[config.mk]
export PLATFORM = sky130hd
export DESIGN_NAME = instruction_fetch_unit
export DESIGN_NICKNAME = d
export VERILOG_FILES = /design/src/rtl/instruction_fetch_unit.sv
export SDC_FILE = /design/constraint.sdc
export NUM_CORES = 1
export LEC_CHECK = 0
export ABC_AREA = 1
export BUFFER_PORTS_ARGS = -buffer_cell sky130_fd_sc_hd__buf_2
export CORE_UTILIZATION = 37
export DETAILED_ROUTE_END_ITERATION = 7
export MAX_ROUTING_LAYER = met4
export PLACE_DENSITY = 0.71
export SLEW_MARGIN = 10
export SYNTH_ARGS = -nofsm -noshare
export SYNTH_HDL_FRONTEND = slang
export SYNTH_SLANG_ARGS = --single-unit
[constraint.sdc]
create_clock -name CLOCK -period 14.9 [get_ports CLOCK]
set_clock_uncertainty 0.05 [all_clocks]
set_input_delay 2.235 -clock CLOCK [delete_from_list [all_inputs] [get_ports CLOCK]]
set_output_delay 2.235 -clock CLOCK [all_outputs]
set_load 0.05 [all_outputs]
[src/rtl/instruction_fetch_unit.sv]
// -----------------------------------------------------------------------------
// instruction_fetch_unit
//   IF stage of a 5-stage MIPS pipeline. Owns the fetch PC, keeps at most one
//   instruction-memory request outstanding, buffers returned words in a small
//   circular FIFO and presents {Instruction, Instr_PC_Plus4} to decode.
//   A taken branch/jump from decode (Redirect_Valid + Alt_PC) steers the PC
//   while preserving exactly one branch delay slot instruction.
//
// Parameters
//   RESET_PC   first fetch address after reset
//   BUF_DEPTH  output FIFO entries (>= 1)
//
// Ports
//   CLOCK, RESET                      rising-edge clock, synchronous active-low reset
//   Instr_Req_Valid/Addr/Ready        instruction memory request handshake
//   Instr_Resp_Valid/Data             instruction memory response
//   Instr_Valid/Instruction/
//   Instr_PC_Plus4, ID_Ready          FIFO head toward decode, popped on Valid & Ready
//   Redirect_Valid, Alt_PC            taken branch/jump pulse and its target
//   Perf_Fetched/Squashed/Stall       performance counters
//
// Build option
//   FETCH_PERF_COUNTERS_EN  when defined the Perf_* counters are live and
//                           saturating; otherwise they are tied to zero.
// -----------------------------------------------------------------------------
module instruction_fetch_unit #(
    parameter logic [31:0] RESET_PC  = 32'h0040_0000,
    parameter int          BUF_DEPTH = 2
) (
    input  logic        CLOCK,
    input  logic        RESET,
    output logic        Instr_Req_Valid,
    output logic [31:0] Instr_Req_Addr,
    input  logic        Instr_Req_Ready,
    input  logic        Instr_Resp_Valid,
    input  logic [31:0] Instr_Resp_Data,
    output logic        Instr_Valid,
    output logic [31:0] Instruction,
    output logic [31:0] Instr_PC_Plus4,
    input  logic        ID_Ready,
    input  logic        Redirect_Valid,
    input  logic [31:0] Alt_PC,
    output logic [31:0] Perf_Fetched,
    output logic [31:0] Perf_Squashed,
    output logic [31:0] Perf_Stall
);

    localparam int PTR_W = (BUF_DEPTH > 1) ? $clog2(BUF_DEPTH) : 1;
    localparam int CNT_W = $clog2(BUF_DEPTH + 1);
    localparam logic [CNT_W-1:0] CNT_ZERO = {CNT_W{1'b0}};
    localparam logic [CNT_W-1:0] CNT_ONE  = CNT_W'(1);
    localparam logic [CNT_W-1:0] DEPTH_C  = CNT_W'(BUF_DEPTH);
    localparam logic [PTR_W-1:0] PTR_ZERO = {PTR_W{1'b0}};
    localparam logic [PTR_W-1:0] LAST_IDX = PTR_W'(BUF_DEPTH - 1);

    typedef enum logic [0:0] {
        ST_ISSUE = 1'b0,
        ST_WAIT  = 1'b1
    } state_t;

    // Circular-buffer pointer advance.
    function automatic logic [PTR_W-1:0] ptr_inc(input logic [PTR_W-1:0] p);
        if (p == LAST_IDX) begin
            return PTR_ZERO;
        end else begin
            return p + PTR_W'(1);
        end
    endfunction

    // Slot n places after p, modulo the buffer depth (n < BUF_DEPTH).
    function automatic logic [PTR_W-1:0] ptr_add(input logic [PTR_W-1:0] p,
                                                 input logic [CNT_W-1:0] n);
        logic [31:0] sum;
        sum = 32'(p) + 32'(n);
        if (sum >= 32'(BUF_DEPTH)) begin
            sum = sum - 32'(BUF_DEPTH);
        end else begin
            sum = sum;
        end
        return PTR_W'(sum);
    endfunction

    state_t           state_r, state_s;
    logic [31:0]      pc_r, pc_s;
    logic [31:0]      req_addr_r;
    logic             squash_r, squash_s;
    logic             pending_r, pending_s;
    logic [31:0]      target_r, target_s;
    logic [PTR_W-1:0] head_r;
    logic [CNT_W-1:0] count_r;
    logic [31:0]      fifo_ins_r [BUF_DEPTH];
    logic [31:0]      fifo_pc4_r [BUF_DEPTH];

    logic             instr_valid_s, pop_s, flush_s, resp_take_s, drop_s, push_s;
    logic             req_valid_s, accept_s;
    logic [CNT_W-1:0] cnt_pp_s, cnt_kept_s;
    logic [PTR_W-1:0] head_pp_s, wr_idx_s;
    logic [31:0]      alt_s;

    // Datapath qualifiers: pop first, then redirect flush, then response push.
    always_comb begin
        instr_valid_s = (count_r != CNT_ZERO);
        pop_s         = instr_valid_s & ID_Ready;
        cnt_pp_s      = count_r - (pop_s ? CNT_ONE : CNT_ZERO);
        head_pp_s     = pop_s ? ptr_inc(head_r) : head_r;
        // A redirect keeps the post-pop head (the delay slot) and flushes the rest.
        flush_s       = Redirect_Valid & (cnt_pp_s != CNT_ZERO);
        cnt_kept_s    = flush_s ? CNT_ONE : cnt_pp_s;
        resp_take_s   = (state_r == ST_WAIT) & Instr_Resp_Valid;
        // A word arriving behind a retained delay slot is younger than it: drop.
        drop_s        = resp_take_s & (squash_r | flush_s);
        push_s        = resp_take_s & ~drop_s;
        wr_idx_s      = ptr_add(head_pp_s, cnt_kept_s);
        // RESET gating keeps the request port quiet while reset is held.
        req_valid_s   = RESET & (state_r == ST_ISSUE) & (cnt_pp_s < DEPTH_C);
        accept_s      = req_valid_s & Instr_Req_Ready;
        alt_s         = Alt_PC & 32'hFFFF_FFFC;
    end

    // FSM next state: one outstanding request, one bubble per fetch.
    always_comb begin
        state_s = state_r;
        case (state_r)
            ST_ISSUE: begin
                if (accept_s) begin
                    state_s = ST_WAIT;
                end else begin
                    state_s = ST_ISSUE;
                end
            end
            ST_WAIT: begin
                if (Instr_Resp_Valid) begin
                    state_s = ST_ISSUE;
                end else begin
                    state_s = ST_WAIT;
                end
            end
            default: state_s = ST_ISSUE;
        endcase
    end

    // PC, pending-redirect and squash bookkeeping.
    always_comb begin
        pc_s      = pc_r;
        pending_s = pending_r;
        target_s  = target_r;
        if (resp_take_s) begin
            squash_s = 1'b0;
        end else begin
            squash_s = squash_r;
        end
        if (Redirect_Valid) begin
            if (flush_s || (state_r == ST_WAIT) || accept_s) begin
                // Delay slot already identified: head, in-flight word or this request.
                pc_s      = alt_s;
                pending_s = 1'b0;
                if (flush_s && (accept_s || ((state_r == ST_WAIT) && !Instr_Resp_Valid))) begin
                    squash_s = 1'b1;
                end else begin
                    squash_s = squash_s;
                end
            end else begin
                // Delay slot not yet requested: remember the target for later.
                pending_s = 1'b1;
                target_s  = alt_s;
            end
        end else if (accept_s) begin
            if (pending_r) begin
                pc_s      = target_r;
                pending_s = 1'b0;
            end else begin
                pc_s = pc_r + 32'd4;
            end
        end else begin
            pc_s = pc_r;
        end
    end

    // Control state registers with synchronous active-low reset.
    always_ff @(posedge CLOCK) begin
        if (!RESET) begin
            state_r    <= ST_ISSUE;
            pc_r       <= RESET_PC & 32'hFFFF_FFFC;
            req_addr_r <= 32'h0;
            squash_r   <= 1'b0;
            pending_r  <= 1'b0;
            target_r   <= 32'h0;
            head_r     <= PTR_ZERO;
            count_r    <= CNT_ZERO;
        end else begin
            state_r    <= state_s;
            pc_r       <= pc_s;
            req_addr_r <= accept_s ? pc_r : req_addr_r;
            squash_r   <= squash_s;
            pending_r  <= pending_s;
            target_r   <= target_s;
            head_r     <= head_pp_s;
            count_r    <= cnt_kept_s + (push_s ? CNT_ONE : CNT_ZERO);
        end
    end

    // FIFO storage; contents are only observed through a valid head.
    always_ff @(posedge CLOCK) begin
        if (push_s) begin
            fifo_ins_r[wr_idx_s] <= Instr_Resp_Data;
            fifo_pc4_r[wr_idx_s] <= req_addr_r + 32'd4;
        end
    end

    assign Instr_Req_Valid = req_valid_s;
    assign Instr_Req_Addr  = req_valid_s ? pc_r : 32'h0;
    assign Instr_Valid     = instr_valid_s;
    assign Instruction     = instr_valid_s ? fifo_ins_r[head_r] : 32'h0;
    assign Instr_PC_Plus4  = instr_valid_s ? fifo_pc4_r[head_r] : 32'h0;

`ifdef FETCH_PERF_COUNTERS_EN
    function automatic logic [31:0] sat_add(input logic [31:0] a, input logic [31:0] b);
        logic [32:0] s;
        s = {1'b0, a} + {1'b0, b};
        if (s[32]) begin
            return 32'hFFFF_FFFF;
        end else begin
            return s[31:0];
        end
    endfunction

    logic [31:0] perf_fetched_r, perf_squashed_r, perf_stall_r;
    logic [31:0] squash_inc_s;

    // Squash events this cycle: flushed FIFO entries plus a dropped response.
    always_comb begin
        squash_inc_s = (flush_s ? 32'(cnt_pp_s - CNT_ONE) : 32'h0)
                     + (drop_s ? 32'h1 : 32'h0);
    end

    // Saturating performance counters, cleared only by reset.
    always_ff @(posedge CLOCK) begin
        if (!RESET) begin
            perf_fetched_r  <= 32'h0;
            perf_squashed_r <= 32'h0;
            perf_stall_r    <= 32'h0;
        end else begin
            perf_fetched_r  <= sat_add(perf_fetched_r, push_s ? 32'h1 : 32'h0);
            perf_squashed_r <= sat_add(perf_squashed_r, squash_inc_s);
            perf_stall_r    <= sat_add(perf_stall_r,
                                       (instr_valid_s & ~ID_Ready) ? 32'h1 : 32'h0);
        end
    end

    assign Perf_Fetched  = perf_fetched_r;
    assign Perf_Squashed = perf_squashed_r;
    assign Perf_Stall    = perf_stall_r;
`else
    assign Perf_Fetched  = 32'h0;
    assign Perf_Squashed = 32'h0;
    assign Perf_Stall    = 32'h0;
`endif

endmodule
==> flow_summary.yaml <==
clocking:
  cts.sinks: 221
  htree_levels: 1
  postCtsSetupRepairBufs: 0
  clk_pin_slew_ns: 0.06
  post_cts_resized: 0
  tritoncts: "built"
  clock_tree.buffer_depth: 3
  cts_buffers: 23
  root_buffer: "clkbuf_16"
  ctsHoldBuffers: 0
  insertion_delay_ns: 0.52
timing:
  relSlewSlack_pct: 26.3
  finalCritPeriodShare_pct: 42.6
  fin_worst_hold_slack_ns: 0.404
  min_period_ns: 6.34
  setup_viol: 0
  final-hold-violation-count: 0
  max_freq_ghz: 0.158
  fin_tns_setup_ns: 0
  rsz0062_at_grt: "no"
  setup_ws_ns: 8.56
  tightest_slew_ns: 1.11
  slew_viol_final: 0
floorplanning:
  initial_core_util_pct: 38.1
  fp.dieW_um: 175
  rows: 62
  coreArea_um2: 29100
  die_height_um: 175
  io_pins: 264
  dieArea_um2: 30700
drt:
  routed_via_density: 4.81
  detail_route.first_pass.iterations: 5
  drt_iter0_drc: 820
  drt-wirelength-per-cell_um: 14.7
  antenna_left: 0
  drc: 0
  wirelength_um: 27200
  via_count: 8894
layout:
  fin_cells: 1850
  n_antenna_cell: 0
  drive_gt1_share_pct: 16.9
  nNetsFinal: 1524
  area_growth_pct: 12.9
min_path:
  hold_path_class: "flop to flop"
logic_synthesis:
  syn_area_per_cell_um2: 8.42
  yosysWarnings: 0
  synth.most_common_cell: "nand2_1"
  synthTopCellsByCount: "nand2_1, a21oi_1, edfxtp_1, buf_4, inv_1"
  synth-edff-count: 124
  yosysSeqAreaShare_pct: 51.1
  synth_ff_type: "edfxtp_1"
  synthCells: 1317
  syn_area_um2: 11100
  yosysTopAreaCellShare_pct: 33.6
  synth.distinct_cells: 39
  synth.top_cells.by_area: "edfxtp_1, dfxtp_1, nand2_1"
  ys_async_sr_fraction_pct: 0
  synth.largest_area_cell: "edfxtp_1"
  yosys_register_bits: 221
placement:
  pre_cts_slack_ns: 8.58
  dp_hpwl_um: 18600
  io_buffer_count: 161
  dp_cells: 1809
  place_congestion: 0.868
pwr:
  p_comb_share_pct: 37.4
  p_switching_mw: 0.940
  swShare_pct: 43.4
  clkPwrFrac_pct: 25.5
  powerDensity_nw_per_um2: 173
  p_total_mw: 2.16
  seqPwrFrac_pct: 37.1
  vdd_ir_drop_max_uv: 77.2
  leakagePower_nw: 5.12
  p_int_mw: 1.22
global_route:
  busiest_layer: "met2"
  grt_pass1_wl_um: 42400
  grt_use_total_pct: 17.8
  antenna_found_initial: 0
  use_met3_pct: 2.44
  grt_use_met1_pct: 24.6
  grt_overflow: 0
  grt_pass1_vias: 8017
  grt_start_max_net_pins: 82
  met2_usage_pct: 27.2
setup_path:
  worstPathRequired_ns: 12.61
  path_max_fanout: 81
  criticalPathCategory: "input pin to output pin"
  critPathLaunchType: "input pin"
  cp.arrival_ns: 4.06
  end_kind: "output pin"
job:
  maxCapViolCount: 0
outcome:
  status: "finished clean"
==> worst paths after layout <==
kind                                 to                       from  slack, ns  cells past startpoint
max                  Instr_Req_Addr[12]                      RESET       8.56                      6
min           target_r[29]$_SDFFE_PN0P_  target_r[29]$_SDFFE_PN0P_       0.40                      2
max reg2reg  fifo_ins_r[0][0]$_DFFE_PP_      count_r[1]$_SDFF_PN0_      11.35                     16
min reg2reg   target_r[29]$_SDFFE_PN0P_  target_r[29]$_SDFFE_PN0P_       0.40                      2
==> final cells by class <==
class,count,area [um2]
Clock buffer,28,624
Clock inverter,13,103
Fill cell,2912,16600
Inverter,112,423
Multi-Input combinational cell,923,4350
Sequential cell,221,5670
Tap cell,384,480
Timing Repair Buffer,169,866
==> stage by stage <==
step           utilization, %  cell area [um2]
2_1_floorplan               -            11500
3_3_place_gp             40.5            11800
3_5_place_dp             40.5            11800
4_1_cts                  43.0            12500
5_1_grt                  43.0            12500
6_report                 43.0            12500
==> cell usage in the layout (no fill, tap or decap), types with 2 or more instances in the layout <==
master / synthesis / routed
o211ai_1: 4 / 4
a21oi_1: 163 / 163
edfxtp_1: 124 / 124
a21oi_2: 18 / 18
mux2i_1: 2 / 2
o22ai_1: 3 / 3
nand2_4: 3 / 3
clkbuf_1: 37 / 2
clkbuf_16: 0 / 23
xor2_1: 31 / 31
clkinv_2: 0 / 6
ha_1: 4 / 4
clkinv_1: 0 / 4
nor3_1: 13 / 13
nand2_2: 3 / 3
nor4_1: 3 / 3
nor2_2: 4 / 4
conb_1: 1 / 100
dfxtp_1: 97 / 96
nand3_1: 60 / 60
o21ai_0: 66 / 66
buf_4: 104 / 8
nor2_1: 89 / 88
inv_1: 104 / 104
xnor2_1: 6 / 6
inv_2: 7 / 7
clkbuf_8: 0 / 3
o21ai_1: 23 / 23
nand4_1: 9 / 9
buf_2: 5 / 161
nor2_4: 3 / 4
nand2_1: 309 / 309
==> power by group through the flow <==
stage | Combinational (mW) | Sequential [mW] | Clock, mW
detailed placement | 0.812 | 0.812 | 0
global route | 0.878 | 0.810 | 0.588
CTS | 0.815 | 0.799 | 0.562
floorplan | 0.662 | 0.790 | 0
global placement | 0.803 | 0.809 | 0
finish | 0.810 | 0.802 | 0.552
==> logic make-up (layout without fill, tap and decap cells) <==
logic type | count (synthesis) | count (layout) | share of synthesized area (%)
AOI/OAI and AO/OA | 278 | 278 | 13.3
xor gates and xnor gates | 37 | 37 | 2.92
adders and majority gates | 4 | 4 | 0.452
buffers and inverters | 272 | 322 | 13.0
DFF | 221 | 221 | 51.1
muxes | 2 | 2 | 0.181
other | 1 | 100 | 0.0338
and+or+nand+nor | 502 | 502 | 18.9
==> routing by layer <==
layer  routed length [um]  share of wire, %  vias up
met1                12200                45     4071
met5                    0                 0        -
li1                     -                 -     4418
met4                  637               2.3        0
met2                12400                45      366
met3                 2060               7.6       39
==> flip-flops by register name (all words and copies together), names as in the netlist, named ones only <==
signal      flops
fifo_ins_r     64
fifo_pc4_r     60
head_r          1
pc_r           30
squash_r        1
state_r         1
target_r       30
req_addr_r     30
count_r         2
pending_r       1
==> worst max-delay path, stage by stage <==
cell and delay [ns]:
buf_2 0.08, buf_4 0.60, nand3_1 0.36, buf_4 0.34, nor2_1 0.15, buf_2 0.28
Power figures use the tool's default switching activity.
